[src/rtl/mod2011_residue_accumulator.sv]
// Serial modulo-MODULUS accumulator for chunk partial residues; emits the frame residue plus length/range flags.
// Optional input range checking is built when MOD_ACC_RANGE_CHECK_EN is defined.
module mod2011_residue_accumulator #(
  parameter int MODULUS    = 2011,
  parameter int RES_W      = 11,
  parameter int NUM_CHUNKS = 84,
  parameter int CNT_W      = 7
) (
  input  logic             clk,
  input  logic             rst,
  input  logic             in_valid,
  output logic             in_ready,
  input  logic [RES_W-1:0] in_data,
  input  logic             in_last,
  output logic             out_valid,
  input  logic             out_ready,
  output logic [RES_W-1:0] out_residue,
  output logic [CNT_W-1:0] out_count,
  output logic             out_len_err,
  output logic             out_range_err
);

  // Handshake: a beat transfers on a rising edge where in_valid && in_ready;
  // a result transfers on a rising edge where out_valid && out_ready.
  typedef enum logic {ACCUM = 1'b0, HOLD = 1'b1} state_t;

  state_t           state;
  state_t           state_next;
  logic [RES_W-1:0] acc;
  logic [CNT_W-1:0] cnt;
  logic             accept;
  logic             last_beat;
  logic             close;
  logic [RES_W:0]   sum;
  logic [RES_W:0]   reduced;
  logic [RES_W-1:0] acc_next;

  assign accept    = in_valid && in_ready;
  assign last_beat = (cnt == CNT_W'(NUM_CHUNKS - 1));
  assign close     = accept && (in_last || last_beat);

  // One conditional subtract: exact only while every beat is below MODULUS.
  assign sum      = {1'b0, acc} + {1'b0, in_data};
  assign reduced  = (sum >= (RES_W + 1)'(MODULUS)) ? sum - (RES_W + 1)'(MODULUS) : sum;
  assign acc_next = RES_W'(reduced);

  always_ff @(posedge clk) begin
    if (rst) begin
      state <= ACCUM;
    end else begin
      state <= state_next;
    end
  end

  always_comb begin
    state_next = state;
    in_ready   = 1'b0;
    out_valid  = 1'b0;
    case (state)
      ACCUM: begin
        in_ready = 1'b1;
        if (close) state_next = HOLD;
      end
      HOLD: begin
        out_valid = 1'b1;
        if (out_ready) state_next = ACCUM;
      end
      default: state_next = ACCUM;
    endcase
  end

  always_ff @(posedge clk) begin
    if (rst) begin
      acc         <= '0;
      cnt         <= '0;
      out_residue <= '0;
      out_count   <= '0;
      out_len_err <= 1'b0;
    end else if (close) begin
      out_residue <= acc_next;
      out_count   <= cnt + CNT_W'(1);
      out_len_err <= (in_last != last_beat);
      acc         <= '0;
      cnt         <= '0;
    end else if (accept) begin
      acc <= acc_next;
      cnt <= cnt + CNT_W'(1);
    end
  end

`ifdef MOD_ACC_RANGE_CHECK_EN
  logic range_hit;
  logic sticky;

  assign range_hit = (in_data >= RES_W'(MODULUS));

  always_ff @(posedge clk) begin
    if (rst) begin
      sticky        <= 1'b0;
      out_range_err <= 1'b0;
    end else if (close) begin
      out_range_err <= sticky | range_hit;
      sticky        <= 1'b0;
    end else if (accept) begin
      sticky <= sticky | range_hit;
    end
  end
`else
  assign out_range_err = 1'b0;
`endif

endmodule

[config.mk]
export PLATFORM = sky130hd
export DESIGN_NAME = mod2011_residue_accumulator
export DESIGN_NICKNAME = d
export VERILOG_FILES = /design/src/rtl/mod2011_residue_accumulator.sv
export SDC_FILE = /design/constraint.sdc
export NUM_CORES = 1
export LEC_CHECK = 0
export CAP_MARGIN = 5
export CORE_ASPECT_RATIO = 1.75
export CORE_UTILIZATION = 25
export CTS_CLUSTER_DIAMETER = 30
export DETAILED_ROUTE_END_ITERATION = 6
export PLACE_DENSITY = 0.44
export SLEW_MARGIN = 10
export SYNTH_ARGS = -nofsm -noshare
export SYNTH_HDL_FRONTEND = slang
export SYNTH_SLANG_ARGS = --single-unit
[constraint.sdc]
create_clock -name clk -period 4.7 [get_ports clk]
set_input_delay 1.41 -clock clk [delete_from_list [all_inputs] [get_ports clk]]
set_output_delay 1.41 -clock clk [all_outputs]
set_load 0.1 [all_outputs]
After elaboration in Yosys (flattened, before gate mapping)
Cells that the tools add are included.

Eq/ne operators: 2. Muxes and demuxes: 6. Bitwise gates (word level): 1. Add/sub/neg operators: 3. Reduce and logical (&&, ||, !) cells: 4. Order comparisons: 1.

Operators with widths (count): adder 11 x 11 -> 12 bit (1); greater-or-equal comparator 12 x 11 -> 1 bit, second input constant (1); two-way mux 11 bit (1); subtractor 11 bit, second input constant (1); adder 7 x 1 -> 7 bit, second input constant (1); == test 7 bit, second input constant (1); two-way mux 1 bit (4); logical AND 1 bit (2); one-hot mux 1 bit (2 select lines) (1); OR reduction 2 bit (1); logical OR 1 bit (1); != test 1 bit (1); NOT 1 bit (1).

Output and inout port bits: 22. Input port bits: 16. Register bits: 38. Word-level logic and storage cells: 23.

Logic depth before layout (Yosys ltp)
Word-level depth: 5. Depth in mapped cells: 11. Gate-level depth less buffers: 11.

Least setup slack after synthesis
Ideal clock, no wire load.

Path type: in2reg. Start: in in_data[0]. End: reg out_residue[2]. Cell stages on the path: 11. Path buffers: 0. Setup time: 115 ps. Data arrival time: 3748 ps. Path slack: 836 ps. Required time: 4585 ps. Path through: ha_1 fa_1 a21oi_1 o21bai_1 xor2_1 a31oi_2 nor3b_2 a41oi_4 nor3_1 nor3b_1 o21ba_2.

Cells in the longest elaborated chain, start to end: 3. Elaborated cells on any way between the ends: 4. Those cells by class: 2 x add/sub; 1 x order compare; 1 x mux.

Ends and longest elaborated chain: start: declaration (line 13) `input logic [RES_W-1:0] in_data,`; adder 11 x 11 -> 12 bit (*) (line 43) `assign sum = {1'b0, acc} + {1'b0, in_data};`; subtractor 11 bit / greater-or-equal comparator 12 x 11 -> 1 bit (equally long branches) (line 44) `assign reduced = (sum >= (RES_W + 1)'(MODULUS)) ? sum - (RES_W + 1)'(MODULUS) : sum;`; two-way mux 11 bit (*) (line 44); end signal: assignment (line 80) `out_residue <= acc_next;`; end: declaration (line 17) `output logic [RES_W-1:0] out_residue,`.

Mark *: on every way between the ends. The rest lies on a longest branch, timed or not. A chain may end at the register's enable or synchronous reset.

Final worst setup path
Start: in in_data[0]. End: reg out_residue[6].

Same word-level chain as after synthesis.

==> impl_metrics.csv <==
group,metric,value,unit
logic_synthesis,synth_top_cell_area_share,34.45,%
power_and_ir_drop,power.density,403.6,nW/um^2
routing,drt_pre_antenna_iters,4,
finish,finalInstanceArea,2838,um^2
die,fp.dieW,73.05,um
timing,worst_slack,487.3,ps
logic_synthesis,synthSimpleGateAreaFrac,19.55,%
setup_path,worst_ep_arrival_time,4370,ps
timing,post-route-period-util,89.63,%
timing,fmax,0.2374,GHz
setup_path,start_kind,"primary input",
power_and_ir_drop,irDropWorstVdd,146.6,uV
clock_network,root_buffer,"clkbuf_16",
timing,setup_violations,0,
finish,drive_above_1_share,10.47,%
routing,drt_iter0_markers,59,
place,gp_congestion,0.7513,
routing,vias,1863,
die,dieArea,9228,um^2
timing,min_period,4213,ps
finish,fin_util,32.94,%
global_route,grt_pass1_wl,8.956,mm
logic_synthesis,synthFlopType,"dfxtp_1",
place,port_buffers,36,
status,status,"finished clean",
global_route,grt_use_total,12.85,%
routing,wl_per_cell,13.08,um
logic_synthesis,synth_compound_area_share,19.83,%
setup_path,crit_top_cell,"xor2_1",
power_and_ir_drop,leakage,1.045,nW
clock_network,cts_inserted_buffers,5,
logic_synthesis,yosysWarnings,0,
clock_network,clkTransAtPathRegs,60,ps
clock_network,cts_sinks,38,
setup_path,cp_slowest_stage_delay,420,ps
logic_synthesis,syn-num-nets,287,
timing,worstMarginPinSlew,968.0,ps
logic_synthesis,avgSynthCellArea,8.626,um^2
clock_network,postCtsHoldBufs,0,
global_route,antenna_found_initial,0,
global_route,grt_max_degree,29,
logic_synthesis,async_flop_share,0,%
die,io_pins,38,
global_route,grt_pass1_vias,1934,
finish,area_growth,28.50,%
timing,hold_violations,0,
logic_synthesis,netlist_instances,256,
timing,fin_setup_tns,0,ps
finish,layout_common_cells,"nor2_1, dfxtp_1, clkdlybuf4s50_1",
die,die_y,126.3,um
clock_network,cts_tree,"done",
flow_run,drv_cap,0,
place,dp_cells,405,
logic_synthesis,syn_area,2208,um^2
logic_synthesis,muxShareOfSynthArea,1.020,%
power_and_ir_drop,p_total,1.145,mW
place,dp_slack,146.7,ps
timing,hold_ws,455.4,ps
die,core,8615,um^2
logic_synthesis,synth_top_family_by_area,"compound AO/OA/AOI/OAI gates",
logic_synthesis,synth-edff-count,0,
setup_path,path_cells,"clkdlybuf4s50_1 > ha_1 > fa_1 > a21oi_1 > o21bai_1 > xor2_1 > a31oi_2 > nor3b_2 > a41oi_4 > nor2_1 > xor2_1 > a211oi_1",
finish,final_nets,326,
die,initial_core_util,25.64,%
routing,drcViolationCount,0,
routing,wl,5.401,mm
timing,grt_setup_unrepaired,"no",
finish,antenna_cells,0,
die,rows,45,
clock_network,cts.htree.levels,2,
clock_network,cts-resized-gates,0,
place,dpl_cell_area,2690,um^2
clock_network,clockBufferDepth,2,
logic_synthesis,synthAdderAreaFrac,8.839,%
place,place_hpwl,4.164,mm
timing,slew_headroom,35.26,%
logic_synthesis,synth_cell_types,47,
logic_synthesis,synth_area_leaders,"dfxtp_1, ha_1, nor2_1",
routing,viasPerCell,4.511,
logic_synthesis,synth_top_area_cell,"dfxtp_1",
global_route,overflow,0,
logic_synthesis,synth_xor_area_share,10.99,%
timing,slew_violations,0,
clock_network,clk_latency,280,ps
timing,clock_skew,5.053,ps
setup_path,cp_slowest_cell,"fa_1",
worst_hold_path,hold_path.class,"flip-flop to flip-flop",
clock_network,cts_setup_buffers,0,
setup_path,endpoint_kind,"flip-flop",
logic_synthesis,synth_seq_cells,38,
routing,ant_nets,0,
setup_path,crit_fanout,9,
setup_path,critPathKind,"primary input to flip-flop",
finish,fin_cells,413,
logic_synthesis,yosysSeqAreaShare,34.45,%
setup_path,worstPathRequired,4850,ps
==> Yosys cell counts, drive strengths merged, types with 2 or more instances <==
library cell	count
dfxtp	38
nor2	41
o31a	3
nand2b	3
inv	7
a41oi	2
nor2b	4
o21ai	14
nor3	5
nor3b	3
a211oi	16
a21boi	2
ha	14
buf	8
clkbuf	3
nand2	20
nand4	2
and3	2
mux2	2
nand3	5
a21oi	20
xor2	10
xnor2	16
nand3b	2
and2	2
==> worst paths after layout <==
kind,to,slack (ps),cells after the start,startpoint
max reg2reg,out_residue[6],1710,11,acc[0]
min,out_residue[0],460,2,out_residue[0]
max,out_residue[6],490,12,in_data[0]
min reg2reg,out_residue[0],460,2,out_residue[0]
==> power breakdown <==
| group | internal [mW] | total [mW] | switching [mW] | leakage [nW] |
|---|---|---|---|---|
| sequential | 0.348 | 0.363 | 0.0154 | 0.312 |
| clock | 0.210 | 0.344 | 0.133 | 0.0739 |
| combinational | 0.160 | 0.439 | 0.279 | 0.660 |
| total | 0.718 | 1.15 | 0.427 | 1.05 |
==> kinds of logic (layout without fill, tap and decap cells) <==
group,count (synthesis),in the layout
compound gates,64,64
xor+xnor,26,26
fa+ha+maj,15,15
buf+inv,19,59
flops,38,38
mux,2,2
other cells,1,1
simple gates,91,91
==> per-layer routing <==
| layer | vias up | GRT usage [%] | wire length, um |
|---|---|---|---|
| li1 | 961 | - | - |
| met1 | 865 | 12.61 | 2040 |
| met2 | 26 | 24.62 | 3088 |
| met3 | 11 | 1.271 | 91 |
| met4 | 0 | 7.843 | 181 |
| met5 | - | 0 | 0 |
==> critical path, delay by kind of cell <==
kind	cells	cell delay, ps
simple gates	2	490
buf+inv	1	410
compound gates	5	920
fa+ha+maj	2	650
xor+xnor	2	480
==> flip-flops by register name (all words and copies together), names as in the netlist <==
name	cells
acc	11
out_count	7
out_len_err	1
out_residue	11
cnt	7
state	1
==> layout make-up <==
| cell class | instances | area, um^2 |
|---|---|---|
| clock buffers | 7 | 142.6 |
| fillers | 917 | 5777 |
| inverters | 7 | 26.28 |
| well taps | 117 | 146.4 |
| multi-input cells | 199 | 1336 |
| repair buffers | 44 | 420.4 |
| clock inverters | 1 | 5.005 |
| flip-flops and latches | 38 | 760.7 |
Note: power is estimated with default switching activity, not from simulation.
